`src/rtl/seq_pkg.sv`:
```
// Shared types for the program sequencer: instruction layout, kind encodings and FSM states.
package seq_pkg;

    localparam int unsigned INSTR_W = 21;

    localparam int unsigned KIND_MSB = 20;
    localparam int unsigned KIND_LSB = 19;
    localparam int unsigned OP_MSB   = 18;
    localparam int unsigned OP_LSB   = 16;
    localparam int unsigned OPA_MSB  = 15;
    localparam int unsigned OPA_LSB  = 8;
    localparam int unsigned OPB_MSB  = 7;
    localparam int unsigned OPB_LSB  = 0;

    typedef enum logic [1:0] {
        KIND_EXEC = 2'b00,
        KIND_JMP  = 2'b01,
        KIND_JC   = 2'b10,
        KIND_HALT = 2'b11
    } kind_e;

    typedef enum logic [2:0] {
        StIdle,
        StFetch,
        StDecode,
        StWait,
        StHalted
    } state_e;

    typedef struct packed {
        kind_e      kind;
        logic [2:0] op;
        logic [7:0] opa;
        logic [7:0] opb;
    } instr_t;

    function automatic logic [INSTR_W-1:0] make_instr(kind_e kind, logic [2:0] op,
                                                      logic [7:0] opa, logic [7:0] opb);
        logic [INSTR_W-1:0] w;
        w                   = '0;
        w[KIND_MSB:KIND_LSB] = kind;
        w[OP_MSB:OP_LSB]     = op;
        w[OPA_MSB:OPA_LSB]   = opa;
        w[OPB_MSB:OPB_LSB]   = opb;
        return w;
    endfunction

endpackage

```
`src/rtl/program_sequencer_if.sv`:
```
// Issue/result handshake between the sequencer (master) and the execution datapath (slave).
interface program_sequencer_if;

    logic [2:0] opcode;
    logic [7:0] a;
    logic [7:0] b;
    logic       issue_valid;
    logic       result_valid;
    logic [7:0] result_in;
    logic [7:0] carry_in;

    modport master (
        output opcode, a, b, issue_valid,
        input  result_valid, result_in, carry_in
    );

    modport slave (
        input  opcode, a, b, issue_valid,
        output result_valid, result_in, carry_in
    );

endinterface

```
`src/rtl/program_ram.sv`:
```
// Program store: synchronous write, registered read (one cycle latency), no reset.
module program_ram
    import seq_pkg::*;
#(
    parameter int unsigned DEPTH = 16,
    localparam int unsigned AW   = $clog2(DEPTH)
) (
    input  logic               clk_i,
    input  logic               we_i,
    input  logic [AW-1:0]      waddr_i,
    input  logic [INSTR_W-1:0] wdata_i,
    input  logic [AW-1:0]      raddr_i,
    output logic [INSTR_W-1:0] rdata_o
);

    logic [INSTR_W-1:0] mem_q [DEPTH];
    logic [INSTR_W-1:0] rdata_q;

    always_ff @(posedge clk_i) begin
        if (we_i) begin
            mem_q[waddr_i] <= wdata_i;
        end
        rdata_q <= mem_q[raddr_i];
    end

    assign rdata_o = rdata_q;

endmodule

```
`src/rtl/program_sequencer.sv`:
```
// Fetches instructions from program_ram and issues opcode/a/b to the datapath.
// Optional watchdog on the result wait is enabled with SEQ_WATCHDOG_EN.
module program_sequencer
    import seq_pkg::*;
#(
    parameter int unsigned DEPTH   = 16,
    parameter int unsigned TIMEOUT = 64,
    localparam int unsigned AW     = $clog2(DEPTH)
) (
    input  logic                clk_i,
    input  logic                rst_ni,
    input  logic                start_i,
    input  logic                prog_we_i,
    input  logic [AW-1:0]       prog_addr_i,
    input  logic [INSTR_W-1:0]  prog_data_i,
    program_sequencer_if.master dp_io,
    output logic                busy_o,
    output logic                done_o,
    output logic [AW-1:0]       pc_o,
    output logic [7:0]          last_result_o,
    output logic [7:0]          last_carry_o,
    output logic                error_o
);

    state_e             state_q, state_d;
    logic [AW-1:0]      pc_q, pc_d;
    logic [2:0]         opcode_q, opcode_d;
    logic [7:0]         a_q, a_d;
    logic [7:0]         b_q, b_d;
    logic               issue_valid_q, issue_valid_d;
    logic [7:0]         last_result_q, last_result_d;
    logic [7:0]         last_carry_q, last_carry_d;
    logic [INSTR_W-1:0] ram_rdata;
    instr_t             instr;
    logic [AW-1:0]      target;
    logic               idle_like;
    logic               start_ok;
    logic               wd_expire;

    assign idle_like = (state_q == StIdle) || (state_q == StHalted);
    assign start_ok  = start_i && idle_like;
    assign instr     = instr_t'(ram_rdata);
    assign target    = instr.opb[AW-1:0];

    // pc is read every cycle; the word for pc is therefore valid in DECODE.
    program_ram #(
        .DEPTH (DEPTH)
    ) u_ram (
        .clk_i   (clk_i),
        .we_i    (prog_we_i && idle_like),
        .waddr_i (prog_addr_i),
        .wdata_i (prog_data_i),
        .raddr_i (pc_q),
        .rdata_o (ram_rdata)
    );

`ifdef SEQ_WATCHDOG_EN
    localparam int unsigned CntW = $clog2(TIMEOUT + 1);

    logic [CntW-1:0] wd_cnt_q;
    logic            error_q;

    assign wd_expire = (state_q == StWait) && !dp_io.result_valid &&
                       (wd_cnt_q == CntW'(TIMEOUT - 1));

    always_ff @(posedge clk_i or negedge rst_ni) begin
        if (!rst_ni) begin
            wd_cnt_q <= '0;
            error_q  <= 1'b0;
        end else begin
            if (state_q == StWait) begin
                wd_cnt_q <= wd_cnt_q + CntW'(1);
            end else begin
                wd_cnt_q <= '0;
            end
            if (start_ok) begin
                error_q <= 1'b0;
            end else if (wd_expire) begin
                error_q <= 1'b1;
            end
        end
    end

    assign error_o = error_q;
`else
    logic unused_timeout;

    assign unused_timeout = ^TIMEOUT;
    assign wd_expire      = 1'b0;
    assign error_o        = 1'b0;
`endif

    always_ff @(posedge clk_i or negedge rst_ni) begin
        if (!rst_ni) begin
            state_q <= StIdle;
        end else begin
            state_q <= state_d;
        end
    end

    always_ff @(posedge clk_i or negedge rst_ni) begin
        if (!rst_ni) begin
            pc_q          <= '0;
            opcode_q      <= '0;
            a_q           <= '0;
            b_q           <= '0;
            issue_valid_q <= 1'b0;
            last_result_q <= '0;
            last_carry_q  <= '0;
        end else begin
            pc_q          <= pc_d;
            opcode_q      <= opcode_d;
            a_q           <= a_d;
            b_q           <= b_d;
            issue_valid_q <= issue_valid_d;
            last_result_q <= last_result_d;
            last_carry_q  <= last_carry_d;
        end
    end

    always_comb begin
        state_d       = state_q;
        pc_d          = pc_q;
        opcode_d      = opcode_q;
        a_d           = a_q;
        b_d           = b_q;
        issue_valid_d = issue_valid_q;
        last_result_d = last_result_q;
        last_carry_d  = last_carry_q;
        unique case (state_q)
            StIdle, StHalted: begin
                if (start_i) begin
                    state_d = StFetch;
                    pc_d    = '0;
                end
            end
            StFetch: begin
                state_d = StDecode;
            end
            StDecode: begin
                unique case (instr.kind)
                    KIND_EXEC: begin
                        opcode_d      = instr.op;
                        a_d           = instr.opa;
                        b_d           = instr.opb;
                        issue_valid_d = 1'b1;
                        state_d       = StWait;
                    end
                    KIND_JMP: begin
                        pc_d    = target;
                        state_d = StFetch;
                    end
                    KIND_JC: begin
                        pc_d    = (last_carry_q != 8'h00) ? target : pc_q + AW'(1);
                        state_d = StFetch;
                    end
                    KIND_HALT: begin
                        state_d = StHalted;
                    end
                    default: begin
                        state_d = StIdle;
                    end
                endcase
            end
            StWait: begin
                if (dp_io.result_valid) begin
                    last_result_d = dp_io.result_in;
                    last_carry_d  = dp_io.carry_in;
                    issue_valid_d = 1'b0;
                    pc_d          = pc_q + AW'(1);
                    state_d       = StFetch;
                end else if (wd_expire) begin
                    issue_valid_d = 1'b0;
                    state_d       = StHalted;
                end
            end
            default: begin
                state_d = StIdle;
            end
        endcase
    end

    always_comb begin
        busy_o = !idle_like;
        done_o = (state_q == StHalted);
    end

    assign dp_io.opcode      = opcode_q;
    assign dp_io.a           = a_q;
    assign dp_io.b           = b_q;
    assign dp_io.issue_valid = issue_valid_q;
    assign pc_o              = pc_q;
    assign last_result_o     = last_result_q;
    assign last_carry_o      = last_carry_q;

endmodule

```
`src/flat_wrapper.sv`:
```
// flat-port wrapper written by rule: the top's interface ports become plain ports
module program_sequencer_flat import seq_pkg::*;
#(
    parameter int unsigned DEPTH   = 16,
    parameter int unsigned TIMEOUT = 64,
    localparam int unsigned AW     = $clog2(DEPTH)
)
  (clk_i, rst_ni, start_i, prog_we_i, prog_addr_i, prog_data_i, busy_o, done_o, pc_o, last_result_o, last_carry_o, error_o, dp_io_opcode, dp_io_a, dp_io_b, dp_io_issue_valid, dp_io_result_valid, dp_io_result_in, dp_io_carry_in);
  program_sequencer_if dp_io_i ();
  input  logic clk_i;
  input  logic rst_ni;
  input  logic start_i;
  input  logic prog_we_i;
  input  logic [AW-1:0] prog_addr_i;
  input  logic [INSTR_W-1:0] prog_data_i;
  output logic busy_o;
  output logic done_o;
  output logic [AW-1:0] pc_o;
  output logic [7:0] last_result_o;
  output logic [7:0] last_carry_o;
  output logic error_o;
  output wire logic [$bits(dp_io_i.opcode)-1:0] dp_io_opcode;
  output wire logic [$bits(dp_io_i.a)-1:0] dp_io_a;
  output wire logic [$bits(dp_io_i.b)-1:0] dp_io_b;
  output wire logic [$bits(dp_io_i.issue_valid)-1:0] dp_io_issue_valid;
  input wire logic [$bits(dp_io_i.result_valid)-1:0] dp_io_result_valid;
  input wire logic [$bits(dp_io_i.result_in)-1:0] dp_io_result_in;
  input wire logic [$bits(dp_io_i.carry_in)-1:0] dp_io_carry_in;
  assign dp_io_opcode = dp_io_i.opcode;
  assign dp_io_a = dp_io_i.a;
  assign dp_io_b = dp_io_i.b;
  assign dp_io_issue_valid = dp_io_i.issue_valid;
  assign dp_io_i.result_valid = dp_io_result_valid;
  assign dp_io_i.result_in = dp_io_result_in;
  assign dp_io_i.carry_in = dp_io_carry_in;
  program_sequencer #(.DEPTH(DEPTH), .TIMEOUT(TIMEOUT)) u_core (.clk_i(clk_i), .rst_ni(rst_ni), .start_i(start_i), .prog_we_i(prog_we_i), .prog_addr_i(prog_addr_i), .prog_data_i(prog_data_i), .dp_io(dp_io_i), .busy_o(busy_o), .done_o(done_o), .pc_o(pc_o), .last_result_o(last_result_o), .last_carry_o(last_carry_o), .error_o(error_o));
endmodule
```
`config.mk`:
```
export PLATFORM = sky130hd
export DESIGN_NAME = program_sequencer_flat
export DESIGN_NICKNAME = d
export VERILOG_FILES = /design/src/rtl/seq_pkg.sv /design/src/rtl/program_sequencer_if.sv /design/src/rtl/program_ram.sv /design/src/rtl/program_sequencer.sv /design/src/flat_wrapper.sv
export SDC_FILE = /design/constraint.sdc
export NUM_CORES = 1
export LEC_CHECK = 0
export BUFFER_PORTS_ARGS = -buffer_cell sky130_fd_sc_hd__buf_2
export CORE_MARGIN = 1
export CORE_UTILIZATION = 60
export DETAILED_ROUTE_END_ITERATION = 10
export GPL_TIMING_DRIVEN = 0
export PLACE_DENSITY_LB_ADDON = 0.3
export SYNTH_ARGS = -nofsm -noshare
export SYNTH_HDL_FRONTEND = slang
export SYNTH_SLANG_ARGS = --single-unit
export TNS_END_PERCENT = 10
```
`constraint.sdc`:
```
create_clock -name clk_i -period 7.15 [get_ports clk_i]
set_input_delay 1.43 -clock clk_i [delete_from_list [all_inputs] [get_ports clk_i]]
set_output_delay 1.43 -clock clk_i [all_outputs]
set_load 0.05 [all_outputs]
```
# After elaboration in Yosys (flattened, before gate mapping)
# Memories as Yosys holds them, arrays and structs flattened. A register that Yosys moved wholly into a read port is not among the register bits.
# Index checks and enable logic that the tools add are counted.
op_classes:
  n_addsub: 1
  n_reduce_logical: 15
  n_mux: 14
  n_eq_ne: 11
ops:
  columns: ["cell", "n"]
  rows:
  - ["2-to-1 mux 4 bit", 3]
  - ["case mux 3 bit (4 select lines)", 1]
  - ["case mux 4 bit (3 select lines)", 1]
  - ["case mux 3 bit (3 select lines)", 1]
  - ["case mux 4 bit (2 select lines)", 1]
  - ["nonzero test 8 bit", 1]
  - ["== test 3 x 2 -> 1 bit, second input constant", 2]
  - ["2-to-1 mux 3 bit", 2]
  - ["AND reduction 2 bit", 3]
  - ["adder 4 x 1 -> 4 bit, second input constant", 1]
  - ["== test 2 bit, second input constant", 2]
  - ["2-to-1 mux 1 bit", 4]
  - ["inequality test 2 bit, second input constant", 2]
  - ["AND reduction 4 bit", 1]
  - ["OR reduction 2 bit", 2]
  - ["== test 3 x 1 -> 1 bit, second input constant", 1]
  - ["== test 3 bit, second input constant", 1]
  - ["logical NOT 3 bit", 1]
  - ["inequality test 3 x 1 -> 1 bit, second input constant", 1]
  - ["AND reduction 3 bit", 1]
  - ["nonzero test 3 bit", 1]
  - ["== test 2 x 1 -> 1 bit, second input constant", 1]
  - ["logical NOT 2 bit", 1]
  - ["inequality test 2 x 1 -> 1 bit, second input constant", 1]
  - ["other kinds (5)", 5]
word_totals:
  inputBits: 46
  mem_bits_rw: 336
  elab_cells: 50
  reg_bits: 43
  mem_count: 1
  output_inout_bits: 43
mem_list:
  columns: ["name", "depth", "width", "rd", "rd_ports_with_merged_regs", "wr", "line_no", "source"]
  rows:
  - ["u_core.u_ram.mem_q", 16, 21, 1, 1, 1, "program_ram.sv:16", "logic [INSTR_W-1:0] mem_q [DEPTH];"]

# Longest topological paths before layout
logic_depth:
  word_depth: 5
  ltp_mapped: 7
  depth_no_buf: 4

# Cells and area by module
# From an unflattened synthesis, not the netlist that was laid out.
hier_totals:
  hier_cells: 696
  hier_area_um2: 15184.6
by_module_without_submodules:
  columns: ["mod", "n_inst", "seq_area_each_um2", "cells_each", "area_each_um2"]
  rows:
  - ["program_ram", 1, 10510.1, 557, 13277.7]
  - ["program_sequencer", 1, 1076.0, 139, 1906.8]

# Worst setup path after synthesis
# Ideal clock, no wire load.
synth_timing:
  kind: "in2reg"
  startpoint: "in prog_addr_i[2]"
  endpoint: "mem u_core.u_ram.mem_q[0][0] (enable)"
  t_arrival_ps: 3331
  cell_stages: 2
  setup_ps: 426
  n_path_buf: 0
  setup_slack_ps: 3393
  required_ps: 6724
  cell_sequence: "or3_1 > nor3_1"
synth_rtl:
  columns: ["item", "line_no", "source"]
  rows:
  - ["from (decl)", "flat_wrapper.sv:14", "input logic [AW-1:0] prog_addr_i;"]
  - ["to (decl)", "program_ram.sv:16", null]
# No word-level cell before the write port.

# Final worst setup path
layout_timing:
  startpoint: "reg u_core.state_q[0]"
  endpoint: "out done_o"
layout_between:
  elab_chain_len: 1
layout_lines:
  columns: ["item", "line_no", "source"]
  rows:
  - ["from (decl)", "program_sequencer.sv:25", "state_e state_q, state_d;"]
  - ["from (signal assigned)", "program_sequencer.sv:95", "state_q <= StIdle;"]
  - ["from (signal assigned)", "program_sequencer.sv:97", "state_q <= state_d;"]
  - ["== test 3 bit", "program_sequencer.sv:185", "done_o = (state_q == StHalted);"]
  - ["to (decl)", "flat_wrapper.sv:17", "output logic done_o;"]
# No other way between the ends.

==> results_dict.tcl <==
set metrics [dict create \
    placed_cells 1206 \
    outcome "finished clean" \
    post-route-util 0.7196 \
    fin_crit_ps 3412 \
    layout_commonest_cell "edfxtp_1" \
    final_nets 970 \
    path_cells "buf_2, nor2_2, and2_1, buf_2" \
    wirelength_um 33740 \
    clock_latency_ps 520 \
    crit_family "simple AND/OR/NAND/NOR gates" \
    min_path_type "reg2reg" \
    postCtsSetupRepairBufs 0 \
    power.total_mw 6.753 \
    cap_violations 0 \
    antenna_found_initial 0 \
    synth-simple-area-share 0.02306 \
    instances_no_fill 1275 \
    mostFrequentLayoutCells "edfxtp_1, buf_2, mux2i_1" \
    yosys_most_used_dff "edfxtp_1" \
    synth_compound_area_frac 0.04933 \
    whs_ps 462.1 \
    cts_root_buffer "clkbuf_16" \
    syn_area_um2 15190 \
    fin_skew_ps 8.569 \
    syn_inst 777 \
    cts.sinks 400 \
    post_drt_wl_per_cell_um 26.47 \
    cts_buffers 39 \
    finalCritPeriodShare 0.4772 \
    synth_xor_area_frac 0.0005765 \
    cts_buffer_depth 3 \
    area_delta_synth_final_pct 16.54 \
    synth_top_family_by_area "multiplexers" \
    p_int_mw 4.623 \
    grtUsageTotal 0.2668 \
    grt_overflow_total 0 \
    worstPathRequired_ps 5720 \
    crit_path_end_kind "output port" \
    start_util 0.6175 \
    start_kind "register" \
    critPathBufInv 2 \
    num_vias 8164 \
    ys_ff_latch 400 \
    drc 0 \
    cts_tree "built" \
    setup_tns_ps 0 \
    slew-limit-headroom 0.2582 \
    max_freq_mhz 293.1 \
    power_switching_mw 2.130 \
    p_leak_nw 6.171 \
    clk_pin_slew_worst_paths_ps 60 \
    path_common_cell "buf_2" \
    crit_fanout 10 \
    diodes 0 \
    synthAdderAreaFrac 0.0008235 \
    crit_type "reg2out" \
    drv_slew 0 \
    seq_power_share 0.424 \
    worst_path_max_delay_cell "nor2_2" \
    yosys_warnings 0 \
    p_per_area_nw_per_um2 381.4 \
    grt_pass1_wl_um 49910 \
    synth_edf_count 336 \
    cp_slowest_stage_delay_ps 470 \
    fp.dieH_um 161.1 \
    place_hpwl_um 21110 \
    htreeDepth 2 \
    first_global_vias 8090 \
    vias_per_cell 6.403 \
    pwr-share-clk 0.298 \
    rsz0062_at_grt "false" \
    die-area_um2 25960 \
    arrival_ps 1980 \
    synth_mux_area_frac 0.1454 \
    layout-drive-gt1-share 0.2986 \
    avgSynthCellArea_um2 19.55 \
    io_buffer_count 87 \
    pwr-share-comb 0.279 \
    setup_viol_count_final 0 \
    ys_seq_area_frac 0.7626 \
    pin_count 89 \
    synth_nets 824 \
    swShare 0.3154 \
    post_cts_resized 0 \
    fp.dieW_um 161.1 \
    tightest_slew_ps 1113 \
    coreArea_um2 24600 \
    drt_iter0_drc 940 \
    timing_hold_violations_final 0 \
    grt_max_degree 44 \
    cts_hold_buf 0 \
    vdd_drop_max_v 0.0002989 \
    core.rowCount 57 \
    yosysUniqueCellTypes 44 \
    route.antenna.remaining_nets 0 \
    place.gp.congestion 0.7767 \
    async_reset_ff_frac 0.1075 \
    first_pass_iters 5 \
]
[final cells by class]
cell class / instances / area (µm²)
Buffer: 41 / 265.3
Timing Repair Buffer: 105 / 754.5
Tap cell: 324 / 405.4
Inverter: 2 / 7.507
Multi-Input combinational cell: 334 / 3415
Clock buffer: 56 / 1132
Sequential cell: 400 / 11590
Fill cell: 1428 / 6899
Clock inverter: 13 / 140.1
[path summary, 6_finish.rpt]
| kind | startpoint | endpoint | slack [ps] | depth (start not counted) |
|---|---|---|---|---|
| max | u_core.state_q[0] | done_o | 3740 | 4 |
| min | u_core.u_ram.rdata_o[18] | u_core.dp_io.opcode[2] | 460 | 1 |
| max reg2reg | u_core.state_q[0] | u_core.u_ram.mem_q[0][13] | 4240 | 6 |
| min reg2reg | u_core.u_ram.rdata_o[18] | u_core.dp_io.opcode[2] | 460 | 1 |
| max in group asynchronous | rst_ni | u_core.dp_io.a[1] | 5330 | 1 |
| min in group asynchronous | rst_ni | u_core.pc_o[2] | 1130 | 1 |
[logic make-up after synthesis]
family          count (synthesis)
compound gates                 99
xor+xnor                        1
fa+ha+maj                       1
buf+inv                        43
flops                         400
mux                           162
other cells                     1
simple gates                   70
[per-layer routing]
metal  share of wire  vias to the layer above  global-route usage
li1                -                     3467                   -
met1            0.39                     4166              0.3537
met2            0.50                      449              0.4440
met3           0.081                       82             0.04725
met4           0.034                        0              0.1055
met5               0                        -                   0
[through the flow]
| step | setup WS [ps] | cell area (µm²) |
|---|---|---|
| CTS | 3760 | 17710 |
| detailed placement | 3759 | 16430 |
| floorplan | 3393 | 15190 |
| global route | 3693 | 17710 |
| finish | 3738 | 17710 |
| global placement | 1139 | 16030 |
[sequential cells by signal, summed over array words and instances, names as in the netlist, 4 cells and up]
name and cells:
u_core.dp_io.a 8, u_core.dp_io.b 8, u_core.last_carry_o 8, u_core.last_result_o 8, u_core.pc_o 4, u_core.u_ram.mem_q 336
u_core.u_ram.rdata_o 21
[power groups by stage]
stage | clock [mW] | sequential, mW | combinational [mW]
after floorplan | 0 | 3.27 | 0.958
after global placement | 0 | 2.90 | 1.81
after detailed placement | 0 | 2.91 | 1.87
after CTS | 2.03 | 2.86 | 1.88
after global routing | 2.12 | 2.88 | 1.98
final | 2.01 | 2.86 | 1.88
[synthesized netlist by cell type (5+ instances only)]
cell / n / area [µm²]
edfxtp_1: 336 / 10090
mux2i_1: 85 / 850.8
dfrtp_1: 43 / 1076
a221oi_1: 42 / 367.9
mux4_2: 37 / 833.3
mux2_2: 34 / 382.9
nand2_1: 27 / 101.4
o21ai_0: 22 / 110.1
a22oi_1: 21 / 157.7
dfxtp_1: 21 / 420.4
nor2_1: 16 / 60.06
buf_2: 14 / 70.07
clkbuf_1: 11 / 41.29
buf_6: 9 / 101.4
buf_4: 7 / 52.55
mux4_1: 5 / 131.4
nand2b_1: 5 / 31.28
nor3_1: 5 / 25.02
Note: power is estimated with default switching activity, not from simulation.
